<file path="src/rtl/nibble_serial_adder_ctrl_pkg.sv">
// Shared constants for the nibble-serial adder: FSM state encodings and slice width.
// Optional subtract support is controlled by the NSA_ADDSUB_EN macro in the users of this package.
package nsa_pkg;

    localparam int NIB_W = 4;

    localparam logic [1:0] S_IDLE = 2'd0;
    localparam logic [1:0] S_RUN  = 2'd1;
    localparam logic [1:0] S_DONE = 2'd2;

endpackage

</file>
<file path="src/rtl/nibble_serial_adder_ctrl_if.sv">
// Operand/result handshake bundle between the operand source and the nibble-serial adder.
// The op signal exists only when NSA_ADDSUB_EN is defined.
interface nibble_serial_adder_ctrl_if #(parameter int NIBBLES = 4);

    logic                 start;
    logic [4*NIBBLES-1:0] a;
    logic [4*NIBBLES-1:0] b;
    logic                 cin;
`ifdef NSA_ADDSUB_EN
    logic                 op;
`endif
    logic                 busy;
    logic                 done;
    logic [4*NIBBLES-1:0] sum;
    logic                 cout;
    logic                 ovf;

`ifdef NSA_ADDSUB_EN
    modport master (output start, a, b, cin, op, input busy, done, sum, cout, ovf);
    modport slave  (input start, a, b, cin, op, output busy, done, sum, cout, ovf);
`else
    modport master (output start, a, b, cin, input busy, done, sum, cout, ovf);
    modport slave  (input start, a, b, cin, output busy, done, sum, cout, ovf);
`endif

endinterface

</file>
<file path="src/rtl/nibble_serial_adder_ctrl_adder4_slice.sv">
// Combinational 4-bit ripple-carry adder built from four full-adder cells;
// the controller reuses this single slice for every nibble.
module adder4_slice
    import nsa_pkg::*;
(
    input  logic [NIB_W-1:0] x,
    input  logic [NIB_W-1:0] y,
    input  logic             ci,
    output logic [NIB_W-1:0] s,
    output logic             co
);

    logic [NIB_W:0] c;

    assign c[0] = ci;

    for (genvar i = 0; i < NIB_W; i++) begin : g_fa
        assign s[i]   = x[i] ^ y[i] ^ c[i];
        assign c[i+1] = (x[i] & y[i]) | (c[i] & (x[i] ^ y[i]));
    end

    assign co = c[NIB_W];

endmodule

</file>
<file path="src/rtl/nibble_serial_adder_ctrl.sv">
// Nibble-serial add (and, with NSA_ADDSUB_EN, subtract) sequencer around one 4-bit slice.
// Operands are latched on start, processed LSB nibble first, result reported with busy/done.
module nibble_serial_adder_ctrl
    import nsa_pkg::*;
#(
    parameter int NIBBLES = 4
)(
    input  logic                       clk,
    input  logic                       resetn,
    nibble_serial_adder_ctrl_if.slave  bus
);

    localparam int W    = NIB_W * NIBBLES;
    localparam int IDXW = $clog2(NIBBLES);

    logic [1:0]      state;
    logic [IDXW-1:0] idx;
    logic [W-1:0]    a_q;
    logic [W-1:0]    bp_q;
    logic [W-1:0]    sum_q;
    logic            carry_q;
    logic            busy_q;
    logic            done_q;
    logic            cout_q;
    logic            ovf_q;

    logic [W-1:0]       b_eff;
    logic               c_init;
    logic [NIB_W-1:0]   x_nib;
    logic [NIB_W-1:0]   y_nib;
    logic [NIB_W-1:0]   s_nib;
    logic               co;
    logic               last;
    logic [IDXW+1:0]    base;

    // Subtraction is A + ~B + 1, so the inverted operand and forced carry are captured at start.
`ifdef NSA_ADDSUB_EN
    assign b_eff  = bus.op ? ~bus.b : bus.b;
    assign c_init = bus.op ? 1'b1 : bus.cin;
`else
    assign b_eff  = bus.b;
    assign c_init = bus.cin;
`endif

    assign base  = {idx, 2'b00};
    assign x_nib = a_q[base +: NIB_W];
    assign y_nib = bp_q[base +: NIB_W];
    assign last  = (idx == IDXW'(NIBBLES - 1));

    adder4_slice u_slice (
        .x  (x_nib),
        .y  (y_nib),
        .ci (carry_q),
        .s  (s_nib),
        .co (co)
    );

    always_ff @(posedge clk or negedge resetn) begin
        if (!resetn) begin
            state   <= S_IDLE;
            idx     <= '0;
            a_q     <= '0;
            bp_q    <= '0;
            sum_q   <= '0;
            carry_q <= 1'b0;
            busy_q  <= 1'b0;
            done_q  <= 1'b0;
            cout_q  <= 1'b0;
            ovf_q   <= 1'b0;
        end else begin
            case (state)
                S_IDLE: begin
                    if (bus.start) begin
                        a_q     <= bus.a;
                        bp_q    <= b_eff;
                        carry_q <= c_init;
                        idx     <= '0;
                        sum_q   <= '0;
                        cout_q  <= 1'b0;
                        ovf_q   <= 1'b0;
                        busy_q  <= 1'b1;
                        state   <= S_RUN;
                    end
                end
                S_RUN: begin
                    sum_q[base +: NIB_W] <= s_nib;
                    carry_q              <= co;
                    idx                  <= idx + 1'b1;
                    // The slice sum MSB on the final nibble is the result sign bit.
                    if (last) begin
                        cout_q <= co;
                        ovf_q  <= (a_q[W-1] == bp_q[W-1]) && (s_nib[NIB_W-1] != a_q[W-1]);
                        idx    <= '0;
                        busy_q <= 1'b0;
                        done_q <= 1'b1;
                        state  <= S_DONE;
                    end
                end
                S_DONE: begin
                    done_q <= 1'b0;
                    state  <= S_IDLE;
                end
                default: begin
                    busy_q <= 1'b0;
                    done_q <= 1'b0;
                    state  <= S_IDLE;
                end
            endcase
        end
    end

    assign bus.busy = busy_q;
    assign bus.done = done_q;
    assign bus.sum  = sum_q;
    assign bus.cout = cout_q;
    assign bus.ovf  = ovf_q;

endmodule

</file>
<file path="src/flat_wrapper.sv">
// flat-port wrapper written by rule: the top's interface ports become plain ports
module nibble_serial_adder_ctrl_flat import nsa_pkg::*;
#(
    parameter int NIBBLES = 4
)
  (clk, resetn, bus_start, bus_a, bus_b, bus_cin, bus_busy, bus_done, bus_sum, bus_cout, bus_ovf);
  nibble_serial_adder_ctrl_if #(.NIBBLES(NIBBLES)) bus_i ();
  input  logic clk;
  input  logic resetn;
  input wire logic [$bits(bus_i.start)-1:0] bus_start;
  input wire logic [$bits(bus_i.a)-1:0] bus_a;
  input wire logic [$bits(bus_i.b)-1:0] bus_b;
  input wire logic [$bits(bus_i.cin)-1:0] bus_cin;
  output wire logic [$bits(bus_i.busy)-1:0] bus_busy;
  output wire logic [$bits(bus_i.done)-1:0] bus_done;
  output wire logic [$bits(bus_i.sum)-1:0] bus_sum;
  output wire logic [$bits(bus_i.cout)-1:0] bus_cout;
  output wire logic [$bits(bus_i.ovf)-1:0] bus_ovf;
  assign bus_i.start = bus_start;
  assign bus_i.a = bus_a;
  assign bus_i.b = bus_b;
  assign bus_i.cin = bus_cin;
  assign bus_busy = bus_i.busy;
  assign bus_done = bus_i.done;
  assign bus_sum = bus_i.sum;
  assign bus_cout = bus_i.cout;
  assign bus_ovf = bus_i.ovf;
  nibble_serial_adder_ctrl #(.NIBBLES(NIBBLES)) u_core (.clk(clk), .resetn(resetn), .bus(bus_i));
endmodule
</file>
<file path="config.mk">
export PLATFORM = sky130hd
export DESIGN_NAME = nibble_serial_adder_ctrl_flat
export DESIGN_NICKNAME = d
export VERILOG_FILES = /design/src/rtl/nibble_serial_adder_ctrl_pkg.sv /design/src/rtl/nibble_serial_adder_ctrl_if.sv /design/src/rtl/nibble_serial_adder_ctrl_adder4_slice.sv /design/src/rtl/nibble_serial_adder_ctrl.sv /design/src/flat_wrapper.sv
export SDC_FILE = /design/constraint.sdc
export NUM_CORES = 1
export LEC_CHECK = 0
export CAP_MARGIN = 20
export CORE_MARGIN = 2
export CORE_UTILIZATION = 46
export CTS_CLUSTER_SIZE = 12
export DETAILED_ROUTE_END_ITERATION = 7
export GPL_TIMING_DRIVEN = 0
export PLACE_DENSITY_LB_ADDON = 0.25
export REMOVE_ABC_BUFFERS = 1
export SLEW_MARGIN = 10
export SYNTH_ARGS = -nofsm -noshare
export SYNTH_HDL_FRONTEND = slang
export SYNTH_SLANG_ARGS = --single-unit
</file>
<file path="constraint.sdc">
create_clock -name clk -period 3.05 [get_ports clk]
set_input_delay 0.915 -clock clk [delete_from_list [all_inputs] [get_ports clk]]
set_output_delay 0.915 -clock clk [all_outputs]
set_load 0.03 [all_outputs]
</file>
Yosys cells after proc, flatten, opt, wreduce, memory -nomap -nowiden
Index checks and enable logic that the tools add are counted.
{"block": "totals", "reg_bits": 57, "input_bits": 36, "output_inout_bits": 20, "wordCells": 75}
{"block": "op_classes", "n_addsub": 2, "n_eq_ne": 7, "shifts": 4, "n_mux": 21, "bitwise": 22, "n_reduce_logical": 9}
{"op": "$pmux W16 S2", "count": 1}
{"op": "$shiftx A16 B5 Y4", "count": 2}
{"op": "$bwmux W16", "count": 1}
{"op": "$mux W16", "count": 1}
{"op": "$shift A4 B6 Y16 const A", "count": 1}
{"op": "$shiftx A4 B6 Y16", "count": 1}
{"op": "$and A1 B1 Y1", "count": 8}
{"op": "$mux W2", "count": 4}
{"op": "$pmux W1 S2", "count": 4}
{"op": "$pmux W2 S2", "count": 2}
{"op": "$reduce_and A2 Y1", "count": 4}
{"op": "$xor A1 B1 Y1", "count": 8}
{"op": "$mux W1", "count": 7}
{"op": "$neg A4 Y6", "count": 1}
{"op": "$reduce_and A3 Y1", "count": 2}
{"op": "$eq A2 B2 Y1 const B", "count": 2}
{"op": "$or A1 B1 Y1", "count": 4}
{"op": "$pmux W1 S3", "count": 1}
{"op": "$add A2 B1 Y2 const B", "count": 1}
{"op": "$eq A2 B1 Y1 const B", "count": 1}
{"op": "$logic_not A2 Y1", "count": 1}
{"op": "$ne A2 B1 Y1 const B", "count": 1}
{"op": "$ne A2 B2 Y1 const B", "count": 1}
{"op": "$not A1 Y1", "count": 2}
{"op": "4 further kinds", "count": 4}

Longest topological paths before layout
{"block": "logic_depth", "word_depth": 13, "depth_mapped": 13, "mapped_depth_nobuf": 12}

Cells and area by module
Synthesis repeated with hierarchy kept, for this count alone.
{"block": "unflattened", "hier_cells": 189, "hier_area_um2": 2798.9}
{"mod": "nibble_serial_adder_ctrl", "instances": 1, "cells_per_inst": 175, "area_per_inst_um2": 2681.3, "seq_area_each_um2": 1426.4}
{"mod": "adder4_slice", "instances": 1, "cells_per_inst": 14, "area_per_inst_um2": 117.6, "seq_area_each_um2": 0.0}

Worst setup path after synthesis
Ideal clock, no wire load.
{"block": "synth_path", "kind": "flip-flop to flip-flop", "start": "register u_core.idx[0]", "end": "register u_core.ovf_q, in the netlist u_core.bus.ovf", "setup_time_ns": 0.121, "arrival_time_ns": 2.869, "required_ns": 2.929, "slack_ns": 0.060, "stages_incl_launch_ff": 14, "n_path_buf": 1, "synth_period_minus_slack_ns": 2.990, "cell_sequence": "dfrtp_1 buf_4 mux4_2 inv_1 fa_1 inv_1 fa_1 inv_1 fa_1 inv_1 fa_1 nand2b_1 o22ai_1 a22o_1"}
{"block": "synth_between", "elab_chain_len": 13, "word_cells_on_any_way": 23, "cone_classes": "eq/ne (3); shift (2); mux (2); bitwise (14); reduce/logical (2)"}
{"item": "from (decl)", "line": "nibble_serial_adder_ctrl.sv:17", "text": "logic [IDXW-1:0] idx;"}
{"item": "from (signal assigned)", "line": "nibble_serial_adder_ctrl.sv:88", "text": "idx <= idx + 1'b1;"}
{"item": "$shiftx A16 B5 Y4 (on tied branches)", "line": "nibble_serial_adder_ctrl.sv:46, nibble_serial_adder_ctrl.sv:47"}
{"item": "$xor A1 B1 Y1", "line": "nibble_serial_adder_ctrl_adder4_slice.sv:19", "text": "assign c[i+1] = (x[i] & y[i]) | (c[i] & (x[i] ^ y[i]));"}
{"item": "$and A1 B1 Y1", "line": "nibble_serial_adder_ctrl_adder4_slice.sv:19"}
{"item": "$or A1 B1 Y1", "line": "nibble_serial_adder_ctrl_adder4_slice.sv:19"}
{"item": "$and A1 B1 Y1", "line": "nibble_serial_adder_ctrl_adder4_slice.sv:19"}
{"item": "$or A1 B1 Y1", "line": "nibble_serial_adder_ctrl_adder4_slice.sv:19"}
{"item": "$and A1 B1 Y1", "line": "nibble_serial_adder_ctrl_adder4_slice.sv:19"}
{"item": "$or A1 B1 Y1", "line": "nibble_serial_adder_ctrl_adder4_slice.sv:19"}
{"item": "$xor A1 B1 Y1", "line": "nibble_serial_adder_ctrl_adder4_slice.sv:18", "text": "assign s[i] = x[i] ^ y[i] ^ c[i];"}
{"item": "$ne A1 B1 Y1", "line": "nibble_serial_adder_ctrl.sv:92", "text": "ovf_q <= (a_q[W-1] == bp_q[W-1]) && (s_nib[NIB_W-1] != a_q[W-1]);"}
{"item": "$logic_and A1 B1 Y1", "line": "nibble_serial_adder_ctrl.sv:92"}
{"item": "$mux W1", "line": "nibble_serial_adder_ctrl.sv:90", "text": "if (last) begin"}
{"item": "$pmux W1 S2", "line": "nibble_serial_adder_ctrl.sv:71", "text": "case (state)"}
{"item": "to (signal assigned)", "line": "nibble_serial_adder_ctrl.sv:92"}
{"item": "to (decl)", "line": "nibble_serial_adder_ctrl.sv:25", "text": "logic ovf_q;"}
Several ways; a longest one is shown, not always the timed one. The select of a mux whose other input is x is not followed.
A chain may end at the register's enable or synchronous reset.

Worst setup path after layout
Same ends and word-level chain as after synthesis.

==> results.ini <==
[timing]
rsz0062_at_grt = false
drv_slew = 0
slew_headroom_pct = 38.7
period_needed_ns = 2.92
setup_viol = 0
max_freq_mhz = 342
worst_pin_slew_ns = 0.918
post-route-period-util_pct = 95.7
worst_slack_ns = 0.130
fin_worst_skew_ns = 0.00736
finalSetupTns_ns = 0
hold_viol = 0

[critical_path]
start_kind = flip-flop
path_max_fanout = 5
cp.required_ns = 3.31
arrival_ns = 3.18
end_kind = flip-flop
path_class = flip-flop to flip-flop

[cells_and_area]
final_common_cell = dfrtp_1
register_area_um2 = 1430
drive_gt1_share_pct = 15.1
area_growth_pct = 30.2
layout_common_cells = dfrtp_1 (55), clkdlybuf4s50_1 (54), mux2_1 (30)
fillCellCount = 440
fin_nets = 290
antenna_cells = 0
multi_input_area_um2 = 1100

[place]
numPortBuffers = 55
hpwl_mm = 3.43
routabilityCongestion = 0.791
dp_slack_ns = -0.564

[yosys]
ys.flop_type = dfrtp_1
synth_compound_area_share_pct = 9.36
synth-simple-area-share_pct = 6.16
netlist_area_um2 = 2620
synth_top_family_by_area = multiplexers
yosysTopAreaCell = dfrtp_1
async_reset_ff_share_pct = 100
yosysWarnings = 0
synth_edf_count = 0
syn_inst = 184
muxShareOfSynthArea_pct = 21.0
synth_top_area_share_pct = 54.4
synth.distinct_cells = 33
ys_top_cells_by_area = dfrtp_1 (54%), mux2_1 (13%), mux4_2 (6.9%)
avgSynthCellArea_um2 = 14.2
synthAdderAreaFrac_pct = 4.96
ys_seq_area_share_pct = 54.4
synth_xor_area_share_pct = 0
synth-seq-cells = 57

[route]
drtIter0Drc = 144
viasPerCell = 5.38
drt_pass1_iterations = 4
num_vias = 1738
wl_per_cell_um = 15.4
route.detailed.drc = 0
wl_mm = 4.96
postRouteAntennaNets = 0

[floorplan]
dieArea_um2 = 6320
die_w_um = 79.5
fp-row-count = 27
core_area_um2 = 5510
io_pins = 56
die_h_um = 79.5
initial_core_util_pct = 47.6

[power_and_ir_drop]
irDropWorstVdd_v = 0.000478
p_leak_nw = 1.47
power_mw = 4.02
p_per_area_nw_per_um2 = 1180

[global_routing]
grt_pass1_wl_mm = 8.47
grt_max_degree = 58
gr-total-overflow = 0
grt.total_usage_pct = 18.0
grt_pass1_vias = 1751
antenna_found_initial = 0

[clock_network]
tritoncts = yes
clock-sinks = 57
clk_pin_slew_worst_paths_ns = 0.07
postCtsHoldBufs = 0
clock_latency_ns = 0.32
cts_buffers = 9
cts.path.max_buffers = 2
h-tree-depth = 3
cts-root-buf = clkbuf_8

[min_path]
hp-class = flip-flop to flip-flop

[flow_run]
maxCapViolations = 0

[run_status]
run_status = finished, final reports clean

final timing paths:
| kind | cells after the start | end | slack, ns | from |
|---|---|---|---|---|
| setup / recovery | 12 | u_core.bus.ovf | 0.13 | u_core.idx[0] |
| hold / removal | 1 | u_core.a_q[13] | 0.48 | u_core.a_q[13] |
| hold reg to reg | 1 | u_core.a_q[13] | 0.48 | u_core.a_q[13] |
| setup reg to reg | 12 | u_core.bus.ovf | 0.13 | u_core.idx[0] |
| min in group asynchronous | 1 | u_core.bus.sum[15] | 0.64 | resetn |
| max in group asynchronous | 1 | u_core.idx[0] | 1.89 | resetn |
registers in the layout, summed over array words and instances, names as in the netlist:
signal	cells
u_core.bus.done	1
u_core.carry_q	1
u_core.bp_q	16
u_core.bus.cout	1
u_core.idx	2
u_core.a_q	16
u_core.bus.ovf	1
u_core.bus.sum	16
u_core.state	2
u_core.bus.busy	1
cell usage after synthesis, types with 2 or more instances:
cell,n
and4_1,2
nand4_1,2
o22ai_1,2
a21oi_1,3
nor2_1,3
nor2b_1,5
nand2_1,7
buf_4,2
a22o_1,10
dfrtp_1,57
mux2_1,30
mux4_2,8
fa_1,4
a21o_1,4
inv_1,13
buf_6,3
o2bb2ai_1,8
buf_2,2
ha_1,4
mux2_2,2
through the flow:
| stage | utilization, % | area (um^2) | hold slack [ns] | std cells |
|---|---|---|---|---|
| 3_3_place_gp | 58.2 | 3200 | 0.462 | 304 |
| 5_1_grt | 62.0 | 3410 | 0.503 | 323 |
| 4_1_cts | 61.8 | 3400 | 0.488 | 323 |
| 3_5_place_dp | 58.1 | 3200 | 0.471 | 304 |
| 2_1_floorplan | - | 2560 | 0.450 | 177 |
| 6_report | 62.0 | 3410 | 0.484 | 323 |
cell type report:
type,count,area share (%)
timing repair buffer,58,16.7
multi-input combinational,107,32.2
clock inverter,3,0.440
clock buffer,13,4.66
inverter,13,1.43
sequential,57,42.0
tap,72,2.64
what timing repair did:
item,4_1_cts,5_1_grt
buffers inserted,3,0
endpoints found under the setup margin,7,5
pin swaps,1,1
resized for setup,4,5
power by group:
group	switching, mW	internal (mW)
clock	0.280	0.335
combinational	1.06	1.01
sequential	0.239	1.10
total	1.58	2.44
metal layers:
layer | vias to the layer above | part of all wire, % | wire (um) | GRT usage (%)
met5 | - | 0 | 0 | 0
met4 | 0 | 1.7 | 83 | 8.28
met3 | 9 | 4.6 | 230 | 4.19
met2 | 58 | 49 | 2420 | 26.8
met1 | 877 | 45 | 2230 | 25.2
li1 | 794 | - | - | -
logic make-up after synthesis:
logic type	Yosys count
AO/OA/AOI/OAI	31
flip-flops	57
multiplexers	41
AND/OR/NAND/NOR	27
adder cells (fa/ha/maj)	8
buffers and inverters	20
critical path, cell delays in order (launching register included):
cell,delay [ns]
dfrtp_4,0.46
mux4_2,0.52
inv_2,0.08
fa_2,0.18
inv_1,0.05
fa_2,0.32
inv_1,0.08
fa_2,0.19
inv_2,0.04
fa_2,0.54
nand2b_1,0.07
o22ai_1,0.18
a22o_1,0.15
(Power assumes the default switching activity.)
